`src/rtl/seq_multiplier.sv`:
```
// rtl/seq_multiplier.sv - radix-2 shift-add multiplier, N+1 cycles per 2N-bit product
// Optional SEQ_MUL_SIGNED_EN adds op_signed for two's-complement operands.
module seq_multiplier #(
   parameter int N = 16
) (
   input  logic         clk,
   input  logic         rst_n,
   input  logic         start,
   input  logic [N-1:0] rs1,
   input  logic [N-1:0] rs2,
`ifdef SEQ_MUL_SIGNED_EN
   input  logic         op_signed,
`endif
   output logic         busy,
   output logic         done,
   output logic [N-1:0] rd_lo,
   output logic [N-1:0] rd_hi
);

   localparam int CW = $clog2(N) + 1;
   localparam logic [CW-1:0] LAST = CW'(N - 1);

   typedef enum logic [1:0] {S_IDLE, S_RUN, S_DONE} state_t;

   state_t        state_q, state_d;
   logic [N:0]    acc_q, acc_d;
   logic [N-1:0]  mq_q, mq_d;
   logic [N-1:0]  md_q, md_d;
   logic [CW-1:0] cnt_q, cnt_d;
   logic [N-1:0]  rd_lo_q, rd_lo_d;
   logic [N-1:0]  rd_hi_q, rd_hi_d;

   logic [N:0]     sum;
   logic [2*N-1:0] prod;
   logic [2*N-1:0] result;
   logic [N-1:0]   ld_md;
   logic [N-1:0]   ld_mq;

`ifdef SEQ_MUL_SIGNED_EN
   localparam logic [N-1:0]   ONE_N  = {{(N-1){1'b0}}, 1'b1};
   localparam logic [2*N-1:0] ONE_2N = {{(2*N-1){1'b0}}, 1'b1};
   logic neg_q, neg_d;
   logic neg1, neg2;
`endif

   always_comb begin
      sum  = mq_q[0] ? ({1'b0, acc_q[N-1:0]} + {1'b0, md_q}) : acc_q;
      // Final {acc[N-1:0], mq} after this edge's shift.
      prod = {sum, mq_q[N-1:1]};
`ifdef SEQ_MUL_SIGNED_EN
      neg1   = op_signed & rs1[N-1];
      neg2   = op_signed & rs2[N-1];
      ld_md  = neg1 ? (~rs1 + ONE_N) : rs1;
      ld_mq  = neg2 ? (~rs2 + ONE_N) : rs2;
      result = neg_q ? (~prod + ONE_2N) : prod;
`else
      ld_md  = rs1;
      ld_mq  = rs2;
      result = prod;
`endif
   end

   always_comb begin
      state_d = state_q;
      acc_d   = acc_q;
      mq_d    = mq_q;
      md_d    = md_q;
      cnt_d   = cnt_q;
      rd_lo_d = rd_lo_q;
      rd_hi_d = rd_hi_q;
`ifdef SEQ_MUL_SIGNED_EN
      neg_d   = neg_q;
`endif
      case (state_q)
         S_RUN: begin
            acc_d = {1'b0, sum[N:1]};
            mq_d  = {sum[0], mq_q[N-1:1]};
            cnt_d = cnt_q + 1'b1;
            if (cnt_q == LAST) begin
               {rd_hi_d, rd_lo_d} = result;
               state_d = S_DONE;
            end
         end
         default: begin
            // IDLE and DONE both accept a new request.
            if (start) begin
               md_d    = ld_md;
               mq_d    = ld_mq;
               acc_d   = '0;
               cnt_d   = '0;
`ifdef SEQ_MUL_SIGNED_EN
               neg_d   = neg1 ^ neg2;
`endif
               state_d = S_RUN;
            end else begin
               state_d = S_IDLE;
            end
         end
      endcase
   end

   always_ff @(posedge clk) begin
      if (!rst_n) begin
         state_q <= S_IDLE;
         acc_q   <= '0;
         mq_q    <= '0;
         md_q    <= '0;
         cnt_q   <= '0;
         rd_lo_q <= '0;
         rd_hi_q <= '0;
`ifdef SEQ_MUL_SIGNED_EN
         neg_q   <= 1'b0;
`endif
      end else begin
         state_q <= state_d;
         acc_q   <= acc_d;
         mq_q    <= mq_d;
         md_q    <= md_d;
         cnt_q   <= cnt_d;
         rd_lo_q <= rd_lo_d;
         rd_hi_q <= rd_hi_d;
`ifdef SEQ_MUL_SIGNED_EN
         neg_q   <= neg_d;
`endif
      end
   end

   assign busy  = (state_q == S_RUN);
   assign done  = (state_q == S_DONE);
   assign rd_lo = rd_lo_q;
   assign rd_hi = rd_hi_q;

endmodule

```
`config.mk`:
```
export PLATFORM = sky130hd
export DESIGN_NAME = seq_multiplier
export DESIGN_NICKNAME = d
export VERILOG_FILES = /design/src/rtl/seq_multiplier.sv
export SDC_FILE = /design/constraint.sdc
export NUM_CORES = 1
export LEC_CHECK = 0
export ABC_AREA = 0
export ABC_CLOCK_PERIOD_IN_PS = 2400
export CAP_MARGIN = 20
export CORE_MARGIN = 2
export CORE_UTILIZATION = 25
export CTS_CLUSTER_DIAMETER = 40
export DETAILED_ROUTE_END_ITERATION = 8
export DONT_BUFFER_PORTS = 1
export PLACE_DENSITY = 0.49
export SKIP_LAST_GASP = 1
export SLEW_MARGIN = 20
export SYNTH_ARGS = -nofsm -noshare
export SYNTH_HDL_FRONTEND = slang
export SYNTH_SLANG_ARGS = --single-unit
```
`constraint.sdc`:
```
create_clock -name clk -period 2.4 [get_ports clk]
set_clock_uncertainty 0.2 [all_clocks]
set_input_delay 0.24 -clock clk [delete_from_list [all_inputs] [get_ports clk]]
set_output_delay 0.24 -clock clk [all_outputs]
set_load 0.01 [all_outputs]
```
== Word level (Yosys, flattened, before mapping) ==
Cells that the tools add are included.

* Register bits after elaboration: 87
* Word-level logic and storage cells: 27
* Output and inout bits: 34

* Add/sub/neg operators: 2
* Multiplexer cells: 10
* Reductions and logical operators: 3
* Equality and inequality tests: 4
* Bitwise operators: 1

{| class="wikitable"
|+ Operators with widths
! cell !! number
|-
| 16-bit 2-to-1 mux || 4
|-
| 16-bit by 16-bit adder with 17-bit output || 1
|-
| 17-bit 2-to-1 mux || 1
|-
| 5-bit 2-to-1 mux || 2
|-
| 5-bit by 1-bit adder with 5-bit output, second input constant || 1
|-
| 5-bit by 4-bit == test with 1-bit output, second input constant || 1
|-
| 2-bit 2-to-1 mux || 2
|-
| 2-bit AND reduction || 2
|-
| 2-bit by 1-bit == test with 1-bit output, second input constant || 1
|-
| 2-bit == test, second input constant || 1
|-
| 2-bit by 1-bit != test with 1-bit output, second input constant || 1
|-
| 2-bit nonzero test || 1
|-
| 1-bit 2-to-1 mux || 1
|-
| 1-bit NOT || 1
|}

== Depth between registers and ports, before layout ==
* Depth in word-level cells: 3
* Mapped depth: 8

== Least setup slack after synthesis ==
Ideal clock, no wire load.

* Path type: register to register
* From: register acc_q[0]
* To: register rd_hi_q[13] (netlist: rd_hi[13])
* Path buffers: 0
* Library setup time: 0.126 ns
* Stages on the path, launching flop included: 9
* Slack: 0.203 ns
* Data arrival time: 1.872 ns
* Path through: dfxtp_1 ha_1 fa_1 a21oi_1 o211a_4 o21bai_4 or3_1 o211ai_1 o21ai_0

* Longest elaborated chain between the ends: 2

{| class="wikitable"
|+ RTL lines
! element !! line !! text
|-
| from (decl) || 26 || <nowiki>logic [N:0] acc_q, acc_d;</nowiki>
|-
| from (signal assigned) || 105 || <nowiki>acc_q <= '0;</nowiki>
|-
| from (signal assigned) || 116 || <nowiki>acc_q <= acc_d;</nowiki>
|-
| 16-bit by 16-bit adder with 17-bit output || 47 || <nowiki>sum = mq_q[0] ? ({1'b0, acc_q[N-1:0]} + {1'b0, md_q}) : acc_q;</nowiki>
|-
| 17-bit 2-to-1 mux || 47 ||
|-
| to (signal assigned) || 121 || <nowiki>rd_hi_q <= rd_hi_d;</nowiki>
|-
| to (decl) || 31 || <nowiki>logic [N-1:0] rd_hi_q, rd_hi_d;</nowiki>
|}

No other way between the ends.
A chain may end at the register's enable or synchronous reset.

== Worst setup path in the final report ==
Same ends and word-level chain as after synthesis.

==> key figures <==
STA
  • Setup-failing EPs final: 0
  • Max frequency: 439 MHz
  • Post-route fraction of the period consumed by the critical path: 94.9%
  • Headroom to the max-slew limit: 54.7%
  • Slew at the pin closest to its max-slew limit: 0.677 ns
  • Final hold violation count: 0
  • Max Transition Viols Final: 0
  • Crit path time final: 2.28 ns
  • RSZ-0062 raised after global routing: no
  • Total negative setup slack: 0 ns

Finish
  • Finished layout cell area: 5290 um2
  • Layout-stage area growth over the synthesis result: 22.1%
  • Layout cell share with drive strength beyond 1: 8.00%
  • Final-stage net count: 575
  • Antenna cell count: 0

Setup path
  • Highest-delay cell along the critical path: fa_2
  • Sort of element at the end of the critical path: flip-flop
  • Critical-path maximum fanout: 7
  • Crit path launch type: flip-flop
  • Arrival time at the worst endpoint: 2.30 ns
  • CP bufs+invs: 0
  • Crit-path leading delay family: compound AO/OA/AOI/OAI gates
  • Kind of critical path: reg2reg
  • Required time of the critical path: 2.43 ns
  • Ordered cell list for the critical path: ha_1 > fa_2 > a21oi_2 > o211a_4 > o21bai_4 > or3_1 > o211ai_1 > o21ai_0
  • Delay of the slowest cell on the worst path: 0.38 ns

Die
  • Starting utilization of the core area: 25.3%
  • X dimension of the die: 136 um
  • Die Outline Area: 18400 um2
  • Standard-cell row count: 48
  • Die Span Y: 136 um
  • Std-Cell Core Area: 17100 um2
  • Number of top-level design ports: 69

Power and ir drop
  • IR drop worst, VDD: 0.304 mV
  • Leakage: 2.16 nW
  • Areal power density over the cells: 627 nW/um2

Drt
  • Ratio of routed vias to standard cells: 5.03
  • Number of optimization iterations in the first detailed-route pass: 5
  • Drt total wl: 12400 um
  • Number of violations reported at the end of detailed-routing iteration 0: 218
  • Antenna-violating nets left: 0
  • Routed len/inst: 16.6 um
  • DRC violation count after routing: 0
  • Vias after detailed routing: 3769

Placed design
  • Post-detailed-placement half-perimeter wirelength: 8320 um
  • Final weighted congestion of routability-driven global placement: 0.987
  • Number of buffer cells added on primary ports: 0
  • Placed cell areas: 4550 um2

GRT
  • Number of antenna violations at the first check in global routing: 0
  • Number of global-route vias before repair: 3681
  • Global-route wire length before repair: 20000 um
  • Overflow left after global routing: 0
  • Gr usage total: 14.1%
  • Maximum number of pins on one net before global-route repair: 56

Clocking
  • TritonCTS clock tree: done
  • TritonCTS Sinks: 87
  • Root buffer selected by CTS: clkbuf_16
  • CTS H-tree lvls: 3
  • CTS max path bufs: 2
  • Clock transition time at the flip-flop clock pins of the worst setup and hold paths: 0.07 ns
  • CTS Buf Count: 9
  • Later-pin clock latency in the skew report: 0.34 ns
  • Setup bufs post-CTS: 0

Synth
  • Number of distinct library cells after synthesis: 56
  • Main synth FF type: dfxtp_1
  • Number of enable-type register cells in the synthesized netlist: 0
  • Main combinational cell family by area after synthesis: compound AO/OA/AOI/OAI gates
  • Gate count of the mapped netlist: 490
  • Post-synth top area cell: dfxtp_1
  • Multiplexer fraction of the synthesized cell area: 4.42%
  • #FFs+latches synth: 87
  • Area share of and/or/nand/nor cells after synthesis: 16.6%
  • Number of nets produced by synthesis: 544
  • Leading cell type by number of instances after synthesis: dfxtp_1
  • Yosys warning total: 0
  • Syn avg cell area: 8.84 um2
  • Async set or reset register ratio after synthesis: 0%
  • Most numerous cell types in the synthesized netlist: dfxtp_1, nand2_1, o21ai_0, a21oi_1
  • Main area contributors after synthesis: dfxtp_1, nand2_1, ha_1
  • Compound-Gate Fraction of Synth Area: 27.3%
  • Synth Area in XOR/XNOR: 2.02%
  • Post-synth design cell area: 4330 um2
  • Sequential fraction of the synthesis area: 40.2%
  • Adder and majority cell fraction of the synthesized area: 5.66%
  • Share of the synthesized area in the top cell type: 40.2%

Run status
  • Result of the run: complete, no violations

Min path
  • Min-Delay Path Class: in2reg

Flow run
  • Number of maximum-capacitance violations: 0
cells by family (layout without fill, tap and decap cells):
| kind of cell | count (synthesis) | after routing |
|---|---|---|
| muxes | 19 | 19 |
| AOI/OAI and AO/OA | 167 | 167 |
| DFF | 87 | 87 |
| xor gates and xnor gates | 10 | 10 |
| adders and majority gates | 19 | 19 |
| and+or+nand+nor | 150 | 150 |
| buffers and inverters | 38 | 73 |
worst reg2reg max path, stage by stage, from the launching register on:
cell      delay (ns)
dfxtp_1         0.32
ha_1            0.23
fa_2            0.38
a21oi_2         0.17
o211a_4         0.20
o21bai_4        0.10
or3_1           0.32
o211ai_1        0.12
o21ai_0         0.10
placed cells by master (no fill, tap or decap), types with 7 or more instances in the layout:
cell type and count:
buf_4 10, dlygate4sd3_1 41, nor3b_1 9, nor2_1 16, o21ai_0 41, nand2_1 77
nand3_1 7, clkbuf_16 9, xnor2_1 8, a21oi_1 29, a22o_1 18, mux2i_1 18
nor2b_1 8, a21boi_0 18, o211a_1 15, dfxtp_1 87, ha_1 18
area by class of cell:
class | count | area, um2
clock buffers | 11 | 253
clock inverters | 4 | 45.0
fillers | 1771 | 11800
inverters | 5 | 18.8
multi-input cells | 365 | 2440
flip-flops and latches | 87 | 1740
well taps | 225 | 282
repair buffers | 53 | 510
registers in the layout (all words and copies together) (netlist names):
signal / count
acc_q: 16
md_q: 16
mq_q: 16
rd_lo: 16
cnt_q: 5
rd_hi: 16
state_q: 2
where the power goes:
part	internal, W	total [W]	switching, W	leakage, nW
sequential	0.00149	0.00153	0.0000365	0.708
clock	0.000852	0.00143	0.000577	0.151
combinational	0.000163	0.000361	0.000198	1.30
through the flow:
| stage | util, % | setup slack (ns) | total power [W] | hold WS (ns) | instances |
|---|---|---|---|---|---|
| final | 30.9 | 0.123 | 0.00332 | 0.0377 | 750 |
| after global routing | 30.9 | 0.00382 | 0.00345 | 0.0495 | 750 |
| after CTS | 30.9 | 0.00182 | 0.00335 | 0.0226 | 750 |
| after detailed placement | 26.6 | 0.0240 | 0.00183 | 0.179 | 692 |
| after global placement | 26.6 | 0.0516 | 0.00182 | 0.175 | 692 |
| after floorplan | - | 0.203 | 0.00178 | 0.185 | 490 |
repair_timing:
item,in CTS,in global routing
endpoints found under the setup margin,0,9
hold endpoints to repair,56,0
hold buffers,43,0
resized for setup,0,2
layer usage:
metal  part of all wire, %  vias up  track usage (%)
met5                     0        -                0
met4                   3.3        0             6.48
met3                   5.9       29             3.22
met2                    46      119             22.3
met1                    45     1786             18.1
li1                      -     1835                -
path summary, 6_finish.rpt:
path                              start                     end  slack, ns  depth (start not counted)
hold / removal                    start   cnt_q[4]$_SDFFE_PN0P_       0.04                          3
setup / recovery  acc_q[0]$_SDFFE_PN0P_  rd_hi[13]$_SDFFE_PN0P_       0.12                          8
hold reg to reg    md_q[0]$_SDFFE_PN0P_    md_q[0]$_SDFFE_PN0P_       0.27                          2
setup reg to reg  acc_q[0]$_SDFFE_PN0P_  rd_hi[13]$_SDFFE_PN0P_       0.12                          8
Power figures use the tool's default switching activity.
